File: src/rtl/div_ctrl_pkg.sv
`default_nettype none
// ============================================================================
// Module      : div_ctrl_pkg
// Description : Shared widths and controller state encoding for div_ctrl.
//               The DIVC_* states sit beside the divider's own DIV_* states.
// Revision    : 1.0 - initial release
// ============================================================================
package div_ctrl_pkg;

    localparam int REG_DATA_WIDTH    = 32;
    localparam int DOUBLE_DATA_WIDTH = 64;

    typedef enum logic [1:0] {
        DIVC_IDLE   = 2'd0,
        DIVC_BUSY   = 2'd1,
        DIVC_DRAIN1 = 2'd2,
        DIVC_DRAIN2 = 2'd3
    } divc_state_e;

endpackage : div_ctrl_pkg
`default_nettype wire

File: src/rtl/div_ctrl.sv
`default_nettype none
// ============================================================================
// Module      : div_ctrl
// Description : EX-stage issue controller for the multi-cycle divider.
//               Registers DIV/DIVU operands, holds div_start_out until the
//               divider reports ready, stalls the pipeline meanwhile, turns
//               flushes into div_cancel_out, commits {remainder, quotient}
//               to HI/LO and inserts two recovery cycles after every op.
// Ports       :
//   clk, rst_n                      clock / async active-low reset
//   ex_div_op_in, ex_signed_in      DIV/DIVU present in EX, 1 = signed
//   ex_rs_data_in, ex_rt_data_in    dividend / divisor
//   flush_in                        pipeline flush
//   div_res_in, div_ready_in        divider result {rem, quo} and valid
//   div_start_out, div_cancel_out   divider start (reg) / cancel (comb)
//   div_signed_out, div_op1_out,
//   div_op2_out                     registered operands to the divider
//   stall_req_out                   stall request (comb)
//   hilo_we_out, hi_out, lo_out     HI/LO commit pulse and data
// Revision    : 1.0 - initial release
// ============================================================================
module div_ctrl
    import div_ctrl_pkg::*;
(
    input  logic                         clk,
    input  logic                         rst_n,
    input  logic                         ex_div_op_in,
    input  logic                         ex_signed_in,
    input  logic [REG_DATA_WIDTH-1:0]    ex_rs_data_in,
    input  logic [REG_DATA_WIDTH-1:0]    ex_rt_data_in,
    input  logic                         flush_in,
    input  logic [DOUBLE_DATA_WIDTH-1:0] div_res_in,
    input  logic                         div_ready_in,
    output logic                         div_start_out,
    output logic                         div_cancel_out,
    output logic                         div_signed_out,
    output logic [REG_DATA_WIDTH-1:0]    div_op1_out,
    output logic [REG_DATA_WIDTH-1:0]    div_op2_out,
    output logic                         stall_req_out,
    output logic                         hilo_we_out,
    output logic [REG_DATA_WIDTH-1:0]    hi_out,
    output logic [REG_DATA_WIDTH-1:0]    lo_out
);

    divc_state_e r_state;

    always_ff @(posedge clk or negedge rst_n) begin
        if (!rst_n) begin
            r_state        <= DIVC_IDLE;
            div_start_out  <= 1'b0;
            div_signed_out <= 1'b0;
            div_op1_out    <= '0;
            div_op2_out    <= '0;
            hilo_we_out    <= 1'b0;
            hi_out         <= '0;
            lo_out         <= '0;
        end else begin
            // Commit strobe is a single-cycle pulse.
            hilo_we_out <= 1'b0;
            case (r_state)
                DIVC_IDLE: begin
                    if (ex_div_op_in && !flush_in) begin
                        div_signed_out <= ex_signed_in;
                        div_op1_out    <= ex_rs_data_in;
                        div_op2_out    <= ex_rt_data_in;
                        div_start_out  <= 1'b1;
                        r_state        <= DIVC_BUSY;
                    end
                end
                DIVC_BUSY: begin
                    // Operands and start stay frozen; flush wins over ready
                    // so a squashed DIV never writes HI/LO.
                    if (flush_in) begin
                        div_start_out <= 1'b0;
                        r_state       <= DIVC_DRAIN1;
                    end else if (div_ready_in) begin
                        hi_out        <= div_res_in[DOUBLE_DATA_WIDTH-1:REG_DATA_WIDTH];
                        lo_out        <= div_res_in[REG_DATA_WIDTH-1:0];
                        hilo_we_out   <= 1'b1;
                        div_start_out <= 1'b0;
                        r_state       <= DIVC_DRAIN1;
                    end
                end
                // Two cycles with start low let the divider fall back to its
                // free state from anywhere, including the divide-by-zero path.
                DIVC_DRAIN1: r_state <= DIVC_DRAIN2;
                DIVC_DRAIN2: r_state <= DIVC_IDLE;
                default:     r_state <= DIVC_IDLE;
            endcase
        end
    end

    assign div_cancel_out = ((r_state == DIVC_BUSY) && flush_in)
                          || (r_state == DIVC_DRAIN1)
                          || (r_state == DIVC_DRAIN2);

    always_comb begin
        stall_req_out = 1'b0;
        case (r_state)
            DIVC_IDLE:   stall_req_out = ex_div_op_in && !flush_in;
            DIVC_BUSY:   stall_req_out = !flush_in;
            // The committed DIV leaves EX at the end of DRAIN1.
            DIVC_DRAIN1: stall_req_out = 1'b0;
            // A following DIV is held until the controller is back in IDLE.
            DIVC_DRAIN2: stall_req_out = ex_div_op_in;
            default:     stall_req_out = 1'b0;
        endcase
        if (!rst_n) begin
            stall_req_out = 1'b0;
        end
    end

endmodule : div_ctrl
`default_nettype wire

File: config.mk
export PLATFORM = sky130hd
export DESIGN_NAME = div_ctrl
export DESIGN_NICKNAME = d
export VERILOG_FILES = /design/src/rtl/div_ctrl_pkg.sv /design/src/rtl/div_ctrl.sv
export SDC_FILE = /design/constraint.sdc
export NUM_CORES = 1
export LEC_CHECK = 0
export CAP_MARGIN = 40
export CORE_MARGIN = 2
export CORE_UTILIZATION = 36
export DETAILED_ROUTE_END_ITERATION = 10
export PLACE_DENSITY_LB_ADDON = 0.15
export SLEW_MARGIN = 20
export SYNTH_ARGS = -nofsm -noshare
export SYNTH_HDL_FRONTEND = slang
export SYNTH_SLANG_ARGS = --single-unit
File: constraint.sdc
create_clock -name clk -period 1.59 [get_ports clk]
set_input_delay 0.159 -clock clk [delete_from_list [all_inputs] [get_ports clk]]
set_output_delay 0.159 -clock clk [all_outputs]
set_load 0.005 [all_outputs]
# Word-level counts from Yosys, hierarchy flattened
# Cells that the tools add are included.
classes:
  addsub: 0
  multipliers: 0
  div_mod_pow: 0
  magnitude_cmp: 0
  n_eq_ne: 5
  shifts: 0
  n_mux: 13
  bitwise: 1
  reduce_logical: 11
ops:
  columns: ["operator", "count"]
  rows:
  - ["2-bit case mux with 4 select lines", 1]
  - ["1-bit two-way mux", 7]
  - ["2-bit two-way mux", 3]
  - ["3-bit AND reduction", 2]
  - ["2-bit equality test (second input constant)", 2]
  - ["1-bit case mux with 4 select lines", 1]
  - ["2-bit AND reduction", 2]
  - ["3-bit != test (second input constant)", 1]
  - ["2-bit by 1-bit equality test with 1-bit output (second input constant)", 1]
  - ["1-bit logical AND", 2]
  - ["2-bit zero test", 1]
  - ["1-bit logical OR", 2]
  - ["2-bit != test (second input constant)", 1]
  - ["1-bit case mux with 2 select lines", 1]
  - ["2-bit nonzero test", 1]
  - ["1-bit zero test", 1]
  - ["1-bit NOT", 1]
totals:
  reg_bits: 133
  latchBits: 0
  ram_bits: 0
  romBits: 0
  input_bits: 134
  output_inout_bits: 133
  wordCells: 38
  n_memories: 0

# Longest topological paths before layout
# Gate-level depths: netlist of run 1.
logic_depth:
  depth_word: 4
  mapped_depth: 7
  mapped_depth_nobuf: 5

# Least setup slack after synthesis of run 1
# No wires, ideal clock.
synth_timing:
  path_type: "register -> register"
  start: "register r_state[1]"
  end: "register hi_out[0]"
  setup_time_ps: 125
  arrival_time_ps: 1477
  required_time_ps: 1465
  setup_slack_ps: -12
  stages_incl_launch_ff: 8
  path_buffers: 2
  period_less_slack_ps: 1602
  path_cell_list: "dfrtp_1 -> inv_1 -> ha_1 -> nor2b_2 -> nand2_1 -> buf_6 -> buf_6 -> mux2_4"
synth_between:
  elab_chain_len: 2
synth_lines:
  columns: ["item", "line_no", "rtl"]
  rows:
  - ["from (decl)", "div_ctrl.sv:45", "divc_state_e r_state;"]
  - ["from (signal assigned)", "div_ctrl.sv:49", "r_state <= DIVC_IDLE;"]
  - ["from (signal assigned)", "div_ctrl.sv:67", "r_state <= DIVC_BUSY;"]
  - ["from (signal assigned)", "div_ctrl.sv:75", "r_state <= DIVC_DRAIN1;"]
  - ["2-bit by 1-bit equality test with 1-bit output", "div_ctrl.sv:60", "case (r_state)"]
  - ["3-bit AND reduction (no line)", null, null]
  - ["to (signal assigned)", "div_ctrl.sv:77", "hi_out <= div_res_in[DOUBLE_DATA_WIDTH-1:REG_DATA_WIDTH];"]
  - ["to (decl)", "div_ctrl.sv:41", "output logic [REG_DATA_WIDTH-1:0] hi_out,"]
# Every way passes these cells.
# A chain may end at the register's enable or synchronous reset.

# Worst setup path after layout of run 1
layout_timing:
  start: "register r_state[0]"
  end: "output stall_req_out"
layout_between:
  elab_chain_len: 3
  elab_cells_between_ends: 6
  classes_between: "3 x eq/ne; 2 x mux; 1 x reduce/logical"
layout_lines:
  columns: ["item", "line_no", "rtl"]
  rows:
  - ["2-bit equality test, or another cell as far along", "div_ctrl.sv:99", "case (r_state)"]
  - ["1-bit case mux with 4 select lines *", "div_ctrl.sv:99", null]
  - ["1-bit two-way mux *", "div_ctrl.sv:108", "if (!rst_n) begin"]
  - ["to (decl)", "div_ctrl.sv:39", "output logic stall_req_out,"]
# Every way passes the cells marked *; elsewhere a longest branch is shown, timed or not.

==> impl_metrics.json, run 1 <==
{
  "status": "finished with violations",
  "violations": "negative setup slack",
  "nNetsFinal": 754,
  "slew_violations": 0,
  "p_clk_frac": 0.226,
  "required_ns": 1.43,
  "routedWlPerCell_um": 19.35,
  "grt_pass1_vias": 4117,
  "drive_gt1_frac": 0.3419,
  "syn_avg_cell_area_um2": 17.61,
  "cap_violations": 0,
  "placed_cells": 754,
  "vias": 3744,
  "post-route-worst-setup-slack_ns": -0.2464,
  "routed_wl_mm": 15.67,
  "rsz0062_at_grt": "true",
  "initialDrtViolationCount": 146,
  "via_per_inst": 4.622,
  "setup.worst_path.end_class": "primary output",
  "yosysWarnings": 0,
  "hp-class": "in -> reg",
  "grt_usage": 0.2019,
  "grt_pass1_wl_mm": 24.03,
  "cts_tree": "yes",
  "finalNonFillerCells": 810,
  "fin_skew_ns": 0.007311,
  "ys_types": 17,
  "crit_buf_inv": 1,
  "critPathKind": "reg -> out",
  "seq_area_frac_synth": 0.6257,
  "io_buffers": 266,
  "internal-power_mw": 13.73,
  "antenna_found_initial": 0,
  "area_growth_syn_to_layout_pct": 81.46,
  "die_h_um": 125.6,
  "die-area_um2": 15760,
  "synthesis.instances": 302,
  "p_per_area_nw_per_um2": 1906,
  "tightest_slew_ns": 0.6964,
  "p_total_mw": 18.40,
  "clk_latency_ns": 0.41,
  "switchingPower_mw": 4.661,
  "clkSlewWorstSetupHoldPaths_ns": 0.06,
  "final_common_cell": "clkdlybuf4s50_1",
  "layout_common_cells": "clkdlybuf4s50_1 (263), dfrtp_1 (133), mux2_4 (86), mux2_2 (44), clkbuf_16 (17)",
  "report.final.hold_viol_count": 0,
  "gp_congestion": 0.7217,
  "critPathArrivalTime_ns": 1.68,
  "min_period_ns": 1.836,
  "clock_sinks": 133,
  "pin_count": 267,
  "critPathLaunchType": "flip-flop",
  "ir_drop_v": 0.001016,
  "h-tree-depth": 4,
  "dr.pass1.iters": 5,
  "p_leak_nw": 4.492,
  "crit_family": "flip-flops",
  "cts_buffers": 17,
  "n_antenna_cell": 0,
  "syn-cell-area_um2": 5319,
  "setup_viol_count_final": 133,
  "period_share": 1.155,
  "slowest_delay_ns": 0.40,
  "row_count": 44,
  "synth_fp_nets": 442,
  "switching_share": 0.2534,
  "cts_root_buffer": "clkbuf_16",
  "clock.fmax_ghz": 0.5445,
  "grt_max_degree": 134,
  "path_max_fanout": 2,
  "dp_hpwl_mm": 9.720,
  "start_util": 0.3674,
  "yosys_register_bits": 133,
  "path_cells": "ha_2 > nor2b_4 > a211o_1 > and3_1 > buf_2",
  "final_util": 0.6666,
  "crit_path_top_delay_cell": "dfrtp_1",
  "globalRoute.totalOverflow": 0,
  "coreArea_um2": 14480,
  "ant_nets": 0,
  "drc": 0,
  "relSlewSlack": 0.5358,
  "seq_power_share": 0.328,
  "clockBufferDepth": 2,
  "die_x_um": 125.6,
  "p_comb_frac": 0.446
}
[worst reg2reg max path, delay by kind of cell (launching register included)]
family / cells / cell delay, ns
buffers and inverters: 3 / 0.58
AND/OR/NAND/NOR: 2 / 0.23
multiplexers: 1 / 0.30
flip-flops: 1 / 0.38
adder cells (fa/ha/maj): 1 / 0.17
[routing by layer]
metal,part of all wire,GRT usage
met2,0.52,0.3453
met5,0,0
met3,0.061,0.06376
met4,0.018,0.07386
met1,0.40,0.2388
[kinds of logic after synthesis]
kind of cell / synth area share
AO/OA/AOI/OAI: 0.005176
flip-flops: 0.6257
adder cells (fa/ha/maj): 0.01411
buffers and inverters: 0.02893
multiplexers: 0.3136
AND/OR/NAND/NOR: 0.01247
[power groups by stage]
stage                     Sequential, mW  Clock [mW]  Combinational (mW)
after floorplan                     6.10           0                2.55
after global placement              5.91           0                7.14
after detailed placement            6.00           0                7.24
after CTS                           5.97        4.26                8.05
after global routing                6.25        4.41                8.68
final                               6.03        4.16                8.21
[Yosys cell counts, drive strengths merged]
library cell	number	area, um2
nor2	1	3.750
inv	4	15.01
nand2b	2	12.51
nor2b	1	8.760
mux2i	2	20.02
buf	14	138.9
and3	1	6.260
ha	6	75.07
a211o	2	17.52
a21oi	2	10.01
nand3b	1	20.02
dfrtp	133	3328
nand2	2	7.510
nor3b	1	7.510
mux2	130	1648
[per-stage QoR]
stage	instance area [um2]	hold WS [ns]	worst slack (ns)	setup TNS [ns]
after floorplan	5319	-0.1366	-0.01164	-0.5208
after global placement	8289	0.3363	-0.1797	-7.168
after detailed placement	8289	0.3449	-0.2244	-14.79
after CTS	9687	0.3353	-0.2398	-18.85
after global routing	9652	0.3357	-0.3087	-19.95
final	9652	0.3552	-0.2464	-13.58
[final timing paths]
| check | to | startpoint | slack [ns] | depth (start not counted) |
|---|---|---|---|---|
| min in group asynchronous | r_state[0] | rst_n | 0.50 | 3 |
| hold reg to reg | div_op1_out[29] | div_op1_out[29] | 0.50 | 1 |
| hold / removal | lo_out[1] | div_res_in[1] | 0.36 | 2 |
| setup reg to reg | hi_out[12] | r_state[1] | -0.18 | 7 |
| setup / recovery | stall_req_out | r_state[0] | -0.25 | 5 |
| max in group asynchronous | lo_out[25] | rst_n | 0.61 | 3 |
[what timing repair did]
action	CTS	global route
hold buffers	1	0
pin swaps	5	3
gates cloned	17	0
gates resized for setup	45	48
endpoints found under the setup margin	133	134
endpoints found under the hold margin	133	0
buffers inserted	14	4
[final cells by class]
cell class / count / area, um2
Clock buffer: 22 / 474.2
Clock inverter: 9 / 150.1
Fill cell: 1041 / 4827
Inverter: 4 / 17.52
Multi-Input combinational cell: 152 / 2076
Sequential cell: 133 / 3328
Tap cell: 184 / 230.2
Timing Repair Buffer: 306 / 3376
[state kept, by name, summed over array words and instances (netlist names)]
signal          cells
hilo_we_out         1
div_start_out       1
r_state             2
div_op1_out        32
div_op2_out        32
lo_out             32
hi_out             32
div_signed_out      1
No activity file was read; power rests on OpenSTA's default activity.
==> inputs of run 2 (changes only) <==
==> constraint.sdc (replaced) <==
create_clock -name clk -period 1.55 [get_ports clk]
set_input_delay 0.155 -clock clk [delete_from_list [all_inputs] [get_ports clk]]
set_output_delay 0.155 -clock clk [all_outputs]
set_load 0.005 [all_outputs]
==> run 2 against run 1 <==
The flow still finishes with violations (negative setup slack). Core utilization is 0.56 points higher. Sequential power increased by 3%. Die area did not move. Via count increased by 1.0%. Routed wire length shrank 2.2%. Clock-buffer cell count shrank 2. Global-route usage shrank 0.36 points. Critical path depth did not move. Sequential cell count did not move. First-iteration DRC count fell by 22%. Non-clock buffer count is 7 higher. Final cell count increased by 0.74%.
==> impl_metrics.json, run 2 (synthesized netlist as in run 1, its figures left out) <==
{
  "required_ns": 1.39,
  "antenna_found_initial": 0,
  "ir_drop_v": 0.001111,
  "layout_common_cells": "clkdlybuf4s50_1 (263), dfrtp_1 (132), mux2_4 (85), mux2_2 (45), clkbuf_16 (19)",
  "critPathLaunchType": "flip-flop",
  "cts_buffers": 17,
  "area_growth_syn_to_layout_pct": 82.99,
  "via_per_inst": 4.635,
  "p_per_area_nw_per_um2": 1952,
  "vias": 3782,
  "grt_pass1_vias": 4374,
  "drc": 0,
  "setup.worst_path.end_class": "primary output",
  "setup.worst_path.end": "stall_req_out",
  "violations": "negative setup slack",
  "gp_congestion": 0.8096,
  "post-route-worst-setup-slack_ns": -0.2567,
  "crit_path_start": "r_state[0]",
  "crit_family": "flip-flops",
  "die_x_um": 125.6,
  "clock_sinks": 133,
  "num-fill-cells": 1049,
  "p_leak_nw": 4.486,
  "pin_count": 267,
  "internal-power_mw": 14.17,
  "top_usage_layer": "met2",
  "hp-class": "in -> reg",
  "slowest_delay_ns": 0.46,
  "r2r_slack_ns": -0.23,
  "die-area_um2": 15760,
  "dp_hpwl_mm": 9.882,
  "globalRoute.totalOverflow": 0,
  "h-tree-depth": 4,
  "routed_wl_mm": 15.32,
  "p_comb_frac": 0.454,
  "status": "finished with violations",
  "clock.fmax_ghz": 0.5535,
  "grtUsageMet2": 0.3434,
  "path_cells": "ha_4 > nor2b_4 > a211o_1 > and3_1 > buf_2",
  "crit_buf_inv": 1,
  "setup_viol_count_final": 134,
  "switching_share": 0.2543,
  "critPathArrivalTime_ns": 1.65,
  "rr_startpoint": "r_state[1]",
  "clockBufferDepth": 2,
  "p_total_mw": 19.00,
  "tightest_slew_ns": 0.7104,
  "cts_tree": "yes",
  "n_antenna_cell": 0,
  "fin_skew_ns": 0.005684,
  "switchingPower_mw": 4.832,
  "final_common_cell": "clkdlybuf4s50_1",
  "start_util": 0.3674,
  "critPathKind": "reg -> out",
  "cap_violations": 0,
  "p_clk_frac": 0.219,
  "clkSlewWorstSetupHoldPaths_ns": 0.06,
  "period_share": 1.166,
  "crit_path_top_delay_cell": "dfrtp_2",
  "final_util": 0.6722,
  "dr.pass1.iters": 4,
  "hold_path_depth": 2,
  "gr-usage-met3": 0.06205,
  "relSlewSlack": 0.5264,
  "rsz0062_at_grt": "true",
  "path_max_fanout": 4,
  "grt_max_degree": 134,
  "grt_usage": 0.1983,
  "nNetsFinal": 761,
  "clk_latency_ns": 0.41,
  "report.final.hold_viol_count": 0,
  "ant_nets": 0,
  "use_met1": 0.2255,
  "row_count": 44,
  "rr_endpoint": "hi_out[20]",
  "min_period_ns": 1.807,
  "coreArea_um2": 14480,
  "path_depth": 5,
  "drive_gt1_frac": 0.3560,
  "die_h_um": 125.6,
  "grt_pass1_wl_mm": 23.81,
  "seq_power_share": 0.327,
  "initialDrtViolationCount": 114,
  "rr_worst_depth": 8,
  "slew_violations": 0,
  "timing.setup.tns_ns": -17.80,
  "routedWlPerCell_um": 18.78,
  "cts_root_buffer": "clkbuf_16",
  "io_buffers": 266
}
run 2: changes by cell type in the layout (fill, tap and decap cells not counted), moves of 3 or more:
cell / previous run / this run
ha_4: 3 / 6
buf_8: 3 / 10
buf_4: 9 / 6
bufbuf_16: 4 / 0
buf_12: 14 / 9
buf_6: 6 / 13
run 2: how the worst min path moves through the flow:
stage                                  to         startpoint
final                     div_op1_out[18]  ex_rs_data_in[18]
after global routing            hi_out[7]     div_res_in[39]
after CTS                 div_op1_out[18]  ex_rs_data_in[18]
after detailed placement        lo_out[9]              rst_n
after global placement         hi_out[19]              rst_n
after floorplan            div_op1_out[0]              rst_n
run 2: through the flow:
| step | instance area (um2) | hold WS [ns] | instances | setup slack (ns) |
|---|---|---|---|---|
| CTS | 9595 | 0.3294 | 817 | -0.2873 |
| floorplan | 5358 | -0.1406 | 302 | 0.01884 |
| finish | 9733 | 0.3540 | 816 | -0.2567 |
| global route | 9733 | 0.3341 | 816 | -0.3339 |
| global placement | 8334 | 0.3327 | 759 | -0.2316 |
| detailed placement | 8334 | 0.3369 | 759 | -0.2277 |
run 2: final cells by class:
| class | count | area [um2] | area share |
|---|---|---|---|
| timing repair buffer | 313 | 3417 | 0.3511 |
| sequential | 133 | 3329 | 0.3421 |
| multi-input combinational | 152 | 2130 | 0.2188 |
| clock buffer | 20 | 456.7 | 0.04692 |
| tap | 184 | 230.2 | 0.02365 |
| clock inverter | 10 | 155.1 | 0.01594 |
| inverter | 4 | 15.01 | 0.001543 |
run 2: worst reg2reg max path, stage by stage, from the launching register on:
cell	delay, ns
dfrtp_1	0.39
inv_2	0.12
ha_4	0.15
nor2b_4	0.14
buf_6	0.13
nand2_8	0.12
buf_12	0.19
buf_16	0.13
mux2_4	0.29
run 2: power groups by stage:
stage	Sequential (mW)	Clock [mW]	Combinational, mW
2_1_floorplan	6.27	0	2.66
3_3_place_gp	6.09	0	7.37
3_5_place_dp	6.21	0	7.46
4_1_cts	6.18	4.26	8.28
5_1_grt	6.44	4.41	9.14
6_report	6.21	4.17	8.62
run 2: metal layers:
layer	share of wire	wire, um	up-vias
met5	0	0	-
li1	-	-	1705
met4	0.023	354	0
met1	0.40	6117	1916
met2	0.52	7995	139
met3	0.056	855	22
run 2: repair_timing:
item | in CTS | in global routing
gates resized for setup | 54 | 60
endpoints found under the hold margin | 133 | 0
hold buffers | 1 | 0
gates cloned | 13 | 2
endpoints found under the setup margin | 134 | 134
pin swaps | 7 | 6
buffers inserted | 14 | 7
